[src/rtl/mem_arbiter.sv]
// Single-port RAM arbiter between instruction fetch and data access, with grant timeout.
// Optional MEM_ARB_RR_EN: round-robin between simultaneous requesters (default: data has fixed priority).
module mem_arbiter #(
  parameter int TIMEOUT_CYCLES = 64,
  parameter int ADDR_W         = 32
) (
  input  logic              CLK,
  input  logic              RST,
  input  logic              iREN,
  input  logic [ADDR_W-1:0] iaddr,
  output logic [31:0]       iload,
  output logic              ihit,
  input  logic              dREN,
  input  logic              dWEN,
  input  logic [ADDR_W-1:0] daddr,
  input  logic [31:0]       dstore,
  output logic [31:0]       dload,
  output logic              dhit,
  output logic              ram_ren,
  output logic              ram_wen,
  output logic [ADDR_W-1:0] ram_addr,
  output logic [31:0]       ram_store,
  input  logic [31:0]       ram_load,
  input  logic              ram_ready,
  output logic              timeout_err
);
  localparam int CNT_W = (TIMEOUT_CYCLES > 0) ? $clog2(TIMEOUT_CYCLES + 1) : 1;
  localparam logic [CNT_W-1:0] CNT_LAST = (TIMEOUT_CYCLES > 0) ? CNT_W'(TIMEOUT_CYCLES - 1) : '0;
  localparam bit TMO_EN = (TIMEOUT_CYCLES > 0);

  typedef enum logic [1:0] {IDLE, IGRANT, DGRANT} state_e;

  state_e           state_q, state_d;
  logic [CNT_W-1:0] cnt_q, cnt_d;
  logic             terr_q, terr_d;
  logic             d_pend, grant_d, tmo, granted;
`ifdef MEM_ARB_RR_EN
  logic             last_d_q, last_d_d;  // 1: data won the previous arbitration
`endif

  always_comb begin
    state_d   = state_q;
    cnt_d     = cnt_q;
    terr_d    = terr_q;
    d_pend    = dREN | dWEN;
    grant_d   = d_pend;
    granted   = (state_q != IDLE);
    tmo       = TMO_EN && granted && !ram_ready && (cnt_q == CNT_LAST);
    iload     = '0;
    ihit      = 1'b0;
    dload     = '0;
    dhit      = 1'b0;
    ram_ren   = 1'b0;
    ram_wen   = 1'b0;
    ram_addr  = '0;
    ram_store = '0;
`ifdef MEM_ARB_RR_EN
    last_d_d  = last_d_q;
    if (d_pend && iREN) grant_d = !last_d_q;
`endif
    case (state_q)
      IDLE: begin
        cnt_d = '0;
        if (d_pend || iREN) begin
          state_d = grant_d ? DGRANT : IGRANT;
`ifdef MEM_ARB_RR_EN
          last_d_d = grant_d;
`endif
        end
      end
      IGRANT: begin
        ram_ren  = 1'b1;
        ram_addr = iaddr;
        if (ram_ready) begin
          ihit    = 1'b1;
          iload   = ram_load;
          state_d = IDLE;
        end
      end
      DGRANT: begin
        ram_addr  = daddr;
        ram_store = dstore;
        ram_wen   = dWEN;
        ram_ren   = !dWEN;
        if (ram_ready) begin
          dhit    = 1'b1;
          dload   = ram_load;
          state_d = IDLE;
        end
      end
      default: state_d = IDLE;
    endcase
    // A completing ram_ready on the last allowed cycle wins over the timeout.
    if (tmo) begin
      terr_d  = 1'b1;
      state_d = IDLE;
    end
    if (granted && !ram_ready && !tmo && cnt_q != CNT_LAST) cnt_d = cnt_q + CNT_W'(1);
  end

  always_ff @(posedge CLK or posedge RST) begin
    if (RST) begin
      state_q <= IDLE;
      cnt_q   <= '0;
      terr_q  <= 1'b0;
    end else begin
      state_q <= state_d;
      cnt_q   <= cnt_d;
      terr_q  <= terr_d;
    end
  end

`ifdef MEM_ARB_RR_EN
  always_ff @(posedge CLK or posedge RST) begin
    if (RST) last_d_q <= 1'b0;
    else     last_d_q <= last_d_d;
  end
`endif

  assign timeout_err = terr_q;

endmodule

[config.mk]
export PLATFORM = sky130hd
export DESIGN_NAME = mem_arbiter
export DESIGN_NICKNAME = d
export VERILOG_FILES = /design/src/rtl/mem_arbiter.sv
export SDC_FILE = /design/constraint.sdc
export NUM_CORES = 1
export LEC_CHECK = 0
export CORE_AREA = 2 2 103 105
export DETAILED_ROUTE_END_ITERATION = 6
export DIE_AREA = 0 0 105 107
export RECOVER_POWER = 25
export SETUP_SLACK_MARGIN = 0.5
export SKIP_CTS_REPAIR_TIMING = 1
export SYNTH_ARGS = -nofsm -noshare
export SYNTH_HDL_FRONTEND = slang
export SYNTH_SLANG_ARGS = --single-unit
[constraint.sdc]
create_clock -name CLK -period 4.9 [get_ports CLK]
set_clock_uncertainty 0.15 [all_clocks]
set_input_delay 0.98 -clock CLK [delete_from_list [all_inputs] [get_ports CLK]]
set_output_delay 0.98 -clock CLK [all_outputs]
set_load 0.03 [all_outputs]
==> results.ini, run 1 <==
[floorplanning]
io-pin-count=267
die_w_um=105
die_h_um=107
start_util=0.178
core_area_um2=10100
dieArea_um2=11200
rows=37

[yosys]
yosysMostFrequentCell=and3_1
synth-seq-area-share=0.139
synth.avg_cell_area_um2=7.10
syn-num-nets=391
synthFlopType=dfrtp_1
yosysTopAreaCellShare=0.223
netlist_area_um2=1800
synth_seq_cells=10
synth_edf_count=0
syn_inst=253
ys_types=30
yosysTopAreaCell=and3_1
yosysWarningCount=0
yosys-top-cells-count=64 x and3_1, 37 x nor2b_1, 36 x and2_1, 32 x a22oi_1, 26 x clkbuf_1
synth_area_leaders=and3_1 22%, dfrtp_1 14%, a22oi_1 13%, nor2b_1 13%, and2_1 13%
synth-async-reset-ratio=1.00

[pwr]
power_density_nw_per_um2=443
intPower_w=0.000942
combPwrFrac=0.892
seq_power_share=0.055
switching_power_w=0.00109
ir_worst_vdd_uv=207
power.leakage_nw=1.92
power.share.clock=0.053
swShare=0.536

[finish]
fin_cells=630
final_area_um2=4580
n_fill_cell=1052
nets=633
drive_above_1_share=0.0243
multi_input_area_um2=1410
ff_latch_area_um2=250
post-route-util=0.454
syn_to_final_growth_pct=155
n_antenna_cell=0

[clocking]
cts.sinks=10
cts_root_buffer=clkbuf_8
clkTransAtPathRegs_ns=0.05
cts_tree=built
cts_buffer_depth=2
htree_levels=1
clk_latency_ns=0.24
numCtsBuffers=3

[global_route]
grt_max_degree=87
grt_pass1_wl_mm=16.0
antenna_found_initial=0
gr-total-overflow=0
grtUsageTotal=0.177
grt_pass1_vias=2801

[worst_setup_path]
cp.arrival_ns=2.73
critPathMaxStageDelay_ns=0.73
crit_required_ns=3.77
start_kind=register
worst-r2r-setup-slack_ns=2.58
cp_slowest_cell=clkdlybuf4s50_1
end_kind=output port
crit_chain=inv_1 -> ha_1 -> buf_12 -> nor2b_1 -> o21a_1 -> clkdlybuf4s50_1
crit_buf_inv=3
cp_max_fo=86
crit_type=register to output port
r2r-end=state_q[0]
reg2reg_depth=5
critPathTopFamily=buffers and inverters
timing.rr.start=state_q[0]

[routing]
vias_per_cell=4.47
drcViolationCount=0
ant_nets=0
routed_wl_mm=10.5
wl_per_cell_um=16.7
dr.pass1.iters=4
vias=2819
drtIter0Drc=134

[worst_hold_path]
min-delay-start=timeout_err
hold_class=register to register
min_to=timeout_err
hold_depth=1

[timing]
setup_tns_ns=0
fin_hold_ws_ns=0.319
relSlewSlack=0.384
hold_viol=0
fin_crit_sh=0.787
worstMarginPinSlew_ns=0.924
setup_violations=0
finalCriticalPeriod_ns=3.86
rsz0062_at_grt=false
fmax_ghz=0.259
drv_slew=0

[place]
dp_cells=626
hpwl_mm=8.28
globalplace.congestion=0.787
portBuffers=266
placed_cell_area_um2=4530

[outcome]
status=complete, no violations

[run]
cap_viol_max_count=0

layer usage:
| layer | up-vias | GRT usage | wire, µm |
|---|---|---|---|
| met5 | - | 0 | 0 |
| met4 | 0 | 0.0229 | 77 |
| met3 | 6 | 0.0377 | 744 |
| met2 | 135 | 0.326 | 5250 |
| met1 | 1290 | 0.216 | 4450 |
| li1 | 1388 | - | - |
state kept, by name, summed over array words and instances (netlist names):
signal / flops
timeout_err: 1
state_q: 2
cnt_q: 7
power by group through the flow:
stage	Clock [W]	Combinational, W	Sequential (W)
floorplan	0	0.00109	0.000110
global placement	0	0.00184	0.000112
detailed placement	0	0.00184	0.000113
CTS	0.000110	0.00185	0.000112
global route	0.000115	0.00193	0.000114
finish	0.000108	0.00181	0.000112
worst reg2reg max path, stage by stage (launching register included):
cell	delay [ns]
dfrtp_1	0.37
inv_1	0.09
ha_1	0.86
nor2b_1	0.31
o41ai_1	0.16
a221oi_2	0.29
cell usage in the layout (no fill, tap or decap), drive strengths merged, types with 3 or more instances in the layout:
| cell | count |
|---|---|
| and2 | 36 |
| and3 | 64 |
| dfrtp | 10 |
| nor2 | 4 |
| buf | 3 |
| dlygate4sd3 | 17 |
| ha | 4 |
| clkdlybuf4s50 | 248 |
| inv | 4 |
| a31oi | 3 |
| nor2b | 37 |
| a22oi | 32 |
| and4b | 3 |
| clkbuf | 4 |
area by class of cell:
class	count	share of cell area
flip-flops and latches	10	0.0546
well taps	136	0.0371
clock buffers	4	0.0120
multi-input cells	208	0.307
repair buffers	268	0.586
inverters	4	0.00328
cells by family (layout without fill, tap and decap cells):
group                    count (synthesis)  count (layout)  synth area share
AND/OR/NAND/NOR                        156             156             0.547
AO/OA/AOI/OAI                           45              45             0.191
buffers and inverters                   35             276            0.0766
flip-flops                              10              10             0.139
adder cells (fa/ha/maj)                  4               4            0.0279
multiplexers                             3               3            0.0181
how the worst max path moves through the flow:
stage | start | to | slack, ns | depth (start not counted)
2_1_floorplan | ram_ready | iload[25] | 1.85 | 4
3_3_place_gp | ram_ready | dload[17] | 1.11 | 3
3_5_place_dp | ram_ready | dload[19] | 1.12 | 3
4_1_cts | state_q[1] | ram_addr[21] | 1.04 | 6
5_1_grt | state_q[0] | ram_addr[8] | 0.82 | 6
6_report | state_q[0] | ram_ren | 1.04 | 6
per-stage QoR:
step / total power [W] / setup WS [ns]
floorplan: 0.00120 / 1.85
global placement: 0.00195 / 1.11
detailed placement: 0.00196 / 1.12
CTS: 0.00207 / 1.04
global route: 0.00216 / 0.822
finish: 0.00203 / 1.04
Power figures use the tool's default switching activity.
==> run 2: changes to the inputs <==
--- a/config.mk
+++ b/config.mk
@@ -5,9 +5,9 @@
 export SDC_FILE = /design/constraint.sdc
 export NUM_CORES = 1
 export LEC_CHECK = 0
-export CORE_AREA = 2 2 103 105
+export CORE_AREA = 2 2 104 106
 export DETAILED_ROUTE_END_ITERATION = 6
-export DIE_AREA = 0 0 105 107
+export DIE_AREA = 0 0 106 108
 export RECOVER_POWER = 25
 export SETUP_SLACK_MARGIN = 0.5
 export SKIP_CTS_REPAIR_TIMING = 1
==> constraint.sdc (replaced) <==
create_clock -name CLK -period 3.6 [get_ports CLK]
set_clock_uncertainty 0.15 [all_clocks]
set_input_delay 0.72 -clock CLK [delete_from_list [all_inputs] [get_ports CLK]]
set_output_delay 0.72 -clock CLK [all_outputs]
set_load 0.03 [all_outputs]
==> run 2 against run 1 <==
Routed wire length is 0.89% lower; die area increased by 1.9%; sequential power up 37%; cell area fell by 3.9%; via count grew 1.8%; clock-buffer cell count unchanged; critical endpoint is now ram_store[0]; highest routed layer unchanged.
==> results.ini, run 2 (same netlist as run 1, synthesis figures left out) <==
[finish]
top_register=cnt_q
layout_commonest_cell=clkdlybuf4s50_1
fin_cells=634
ff_latch_area_um2=250
nets=637
n_antenna_cell=0
n_fill_cell=1076
post-route-util=0.431
syn_to_final_growth_pct=145
final_area_um2=4410
largest_reg_flops=7
final_cell_mix=164 x clkdlybuf4s50_1, 67 x buf_4, 64 x and3_1
multi_input_area_um2=1400
drive_above_1_share=0.163

[clocking]
clk_latency_ns=0.24
cts_root_buffer=clkbuf_8
cts_tree=built
numCtsBuffers=3
clkTransAtPathRegs_ns=0.05
htree_levels=1
cts.sinks=10
cts_buffer_depth=2

[worst_setup_path]
critPathLaunch=state_q[0]
crit_type=register to output port
end_kind=output port
cp_max_fo=38
start_kind=register
crit_required_ns=2.73
cp.arrival_ns=2.16
timing.rr.start=state_q[0]

[routing]
wl_met3_um=804
routed_wl_mm=10.4
ant_nets=0
drtIter0Drc=171
vias=2870
vias_per_cell=4.53
wl_met1_mm=4.21
wl_per_cell_um=16.4
dr.pass1.iters=4
drcViolationCount=0
wl_met2_mm=5.28
highest_layer=met4

[place]
portBuffers=266
placed_cell_area_um2=4420
dp_cells=630
globalplace.congestion=0.882
hpwl_mm=8.01

[floorplanning]
die_h_um=108
rows=37
core_area_um2=10200
dieArea_um2=11400
die_w_um=106
io-pin-count=267
start_util=0.175

[pwr]
power_density_nw_per_um2=613
power.leakage_nw=2.27
ir_worst_vdd_uv=335

[global_route]
grtUsageTotal=0.164
grt_pass1_vias=2579
grt_pass1_wl_mm=14.9
gr-total-overflow=0
grt_max_degree=75
antenna_found_initial=0

[timing]
fmax_ghz=0.330
fin_crit_sh=0.841
hold_viol=0
drv_slew=0
worstMarginPinSlew_ns=0.531
setup_tns_ns=0
rsz0062_at_grt=false
fin_hold_ws_ns=0.316
relSlewSlack=0.646
setup_violations=0
finalCriticalPeriod_ns=3.03

[run]
cap_viol_max_count=0

[worst_hold_path]
hold_class=register to register
min-delay-start=timeout_err

[outcome]
status=complete, no violations

==> run 2: path summary, 6_finish.rpt <==
check	end	slack [ns]	depth (start not counted)
worst min register to register	timeout_err	0.32	1
worst min-delay path	timeout_err	0.32	1
worst max-delay path	ram_store[0]	0.57	5
min in group asynchronous	cnt_q[6]	0.75	2
max in group asynchronous	state_q[0]	2.28	2
worst max register to register	state_q[1]	1.53	5
==> run 2: worst max-delay path: stages, from the launching register on <==
cell             delay, ns
dfrtp_1               0.40
inv_1                 0.11
ha_2                  0.23
buf_6                 0.25
and2_1                0.23
clkdlybuf4s50_1       0.69
==> run 2: final cells by class <==
class,instances,share of cell area
Clock buffer,4,0.0125
Inverter,4,0.00341
Multi-Input combinational cell,208,0.318
Sequential cell,10,0.0568
Tap cell,136,0.0386
Timing Repair Buffer,272,0.570
==> run 2: metrics by stage <==
step                power, W  setup slack (ns)
floorplan            0.00163              1.07
global placement     0.00266             0.553
detailed placement   0.00266             0.541
CTS                  0.00282             0.386
global route         0.00286             0.503
finish               0.00270             0.572
==> run 2: power breakdown <==
part	leakage [nW]	switching, W	internal (W)	total, W
Clock	0.0288	0.0000476	0.0000964	0.000144
Combinational	2.11	0.00143	0.000971	0.00240
Sequential	0.134	0.0000199	0.000134	0.000153
==> run 2: per-layer routing <==
| layer | vias to the layer above | track usage |
|---|---|---|
| met4 | 0 | 0.0329 |
| met1 | 1323 | 0.195 |
| li1 | 1397 | - |
| met2 | 139 | 0.305 |
| met5 | - | 0 |
| met3 | 11 | 0.0344 |
==> run 3: changes to the inputs <==
==> constraint.sdc (replaced) <==
create_clock -name CLK -period 2.8 [get_ports CLK]
set_clock_uncertainty 0.15 [all_clocks]
set_input_delay 0.56 -clock CLK [delete_from_list [all_inputs] [get_ports CLK]]
set_output_delay 0.56 -clock CLK [all_outputs]
set_load 0.03 [all_outputs]
==> run 3 against run 2 <==
Via count increased by 6.7%; hold slack improved by 0.0048 ns; sequential power is 33% higher; die area unchanged; first-iteration DRC count fell by 20%; cell area increased by 20%; worst setup slack worse by 0.35 ns; routed wire length grew 16%; combinational power grew 83%; clock power rose by 26%; utilization up 8.5 points; sequential share of layout area shrank 0.94 points; critical path type unchanged; critical endpoint is now iload[23].
==> results.ini, run 3 (same netlist as run 1, synthesis figures left out) <==
[pwr]
power.leakage_nw=2.50
total_power_w=0.00477
ir_worst_vdd_uv=389
power_density_nw_per_um2=903

[worst_setup_path]
cp_slowest_cell=dfrtp_1
end_kind=output port
cp_max_fo=21
start_kind=register
crit_chain=inv_2 -> ha_1 -> clkbuf_2 -> and3_1 -> buf_4
critPathMaxStageDelay_ns=0.42
crit_type=register to output port
crit_required_ns=2.09
cp.arrival_ns=1.87

[timing]
worstMarginPinSlew_ns=0.431
setup_tns_ns=0
fin_hold_ws_ns=0.321
setup_violations=0
rsz0062_at_grt=true
fin_crit_sh=0.920
finalCriticalPeriod_ns=2.58
relSlewSlack=0.709
drv_slew=0
fmax_ghz=0.388
hold_viol=0

[global_route]
grtUsageTotal=0.164
antenna_found_initial=0
grt_pass1_wl_mm=15.0
grt_max_degree=75
gr-total-overflow=0
grt_pass1_vias=2677

[finish]
fin_cells=661
largest_reg_flops=7
final_cell_mix=130 x clkdlybuf4s50_1, 76 x buf_4, 49 x and3_1
syn_to_final_growth_pct=194
layout_commonest_cell=clkdlybuf4s50_1
n_fill_cell=950
post-route-util=0.516
n_antenna_cell=0
top_register=cnt_q
drive_above_1_share=0.423
nets=664

[floorplanning]
start_util=0.175
core_area_um2=10200
die_h_um=108
io-pin-count=267
die_w_um=106
dieArea_um2=11400
rows=37

[routing]
vias=3061
vias_per_cell=4.63
drtIter0Drc=137
dr.pass1.iters=4
drcViolationCount=0
ant_nets=0
wl_per_cell_um=18.3
routed_wl_mm=12.1

[place]
dp_cells=630
globalplace.congestion=0.888
hpwl_mm=8.19
portBuffers=266

[clocking]
clkTransAtPathRegs_ns=0.05
clk_latency_ns=0.23
cts_tree=built
cts.sinks=10
htree_levels=1
cts_root_buffer=clkbuf_8
cts_buffer_depth=2
numCtsBuffers=3

[worst_hold_path]
hold_class=register to register

[run]
cap_viol_max_count=0

[outcome]
status=complete, no violations

## run 3: cell types whose count changed in the layout (fill, tap and decap cells not counted), moves of 6 or more
cell / before / now
dlymetal6s2s_1: 16 / 5
clkbuf_1: 17 / 8
a22oi_1: 32 / 15
clkbuf_16: 0 / 6
and3_4: 0 / 15
and2_4: 0 / 22
a22oi_2: 0 / 17
and3_1: 64 / 49
buf_6: 3 / 48
buf_4: 67 / 76
buf_12: 2 / 19
clkdlybuf4s50_1: 164 / 130
and2_1: 36 / 14
## run 3: worst paths after layout
check / start / end / slack (ns) / cells past startpoint
max: state_q[1] / iload[23] / 0.22 / 5
min: timeout_err / timeout_err / 0.32 / 1
max reg2reg: state_q[0] / state_q[1] / 0.95 / 5
min reg2reg: timeout_err / timeout_err / 0.32 / 1
max in group asynchronous: RST / cnt_q[2] / 1.63 / 2
min in group asynchronous: RST / cnt_q[6] / 0.59 / 2
## run 3: cell type report
cell class                 count  area (µm²)  share of cell area
sequential                    10         250              0.0474
timing repair buffer         299        3130               0.593
multi-input combinational    208        1660               0.314
tap                          136         170              0.0323
inverter                       4        15.0             0.00285
clock buffer                   4        55.1              0.0104
## run 3: critical path: cells and delay by family (launching register included)
family	cells	cell delay, ns
buffers and inverters	3	0.65
AND/OR/NAND/NOR	1	0.22
adder cells (fa/ha/maj)	1	0.33
flip-flops	1	0.42
## run 3: metal layers
layer / GRT usage / vias to the layer above / routed length (µm)
met2: 0.302 / 141 / 6260
met1: 0.204 / 1456 / 4940
met3: 0.0295 / 4 / 803
li1: - / 1460 / -
met4: 0.0188 / 0 / 58
met5: 0 / - / 0
## run 3: per-stage QoR
stage / worst slack (ns) / instance area [µm²]
floorplan: 0.500 / 1800
global placement: 0.284 / 4420
detailed placement: 0.288 / 4420
CTS: 0.0440 / 4470
global route: 0.132 / 5280
finish: 0.224 / 5280
## run 3: where the power goes
group / switching (W) / internal [W] / total, W
Sequential: 0.0000308 / 0.000172 / 0.000203
Clock: 0.0000569 / 0.000124 / 0.000181
Combinational: 0.00219 / 0.00219 / 0.00438
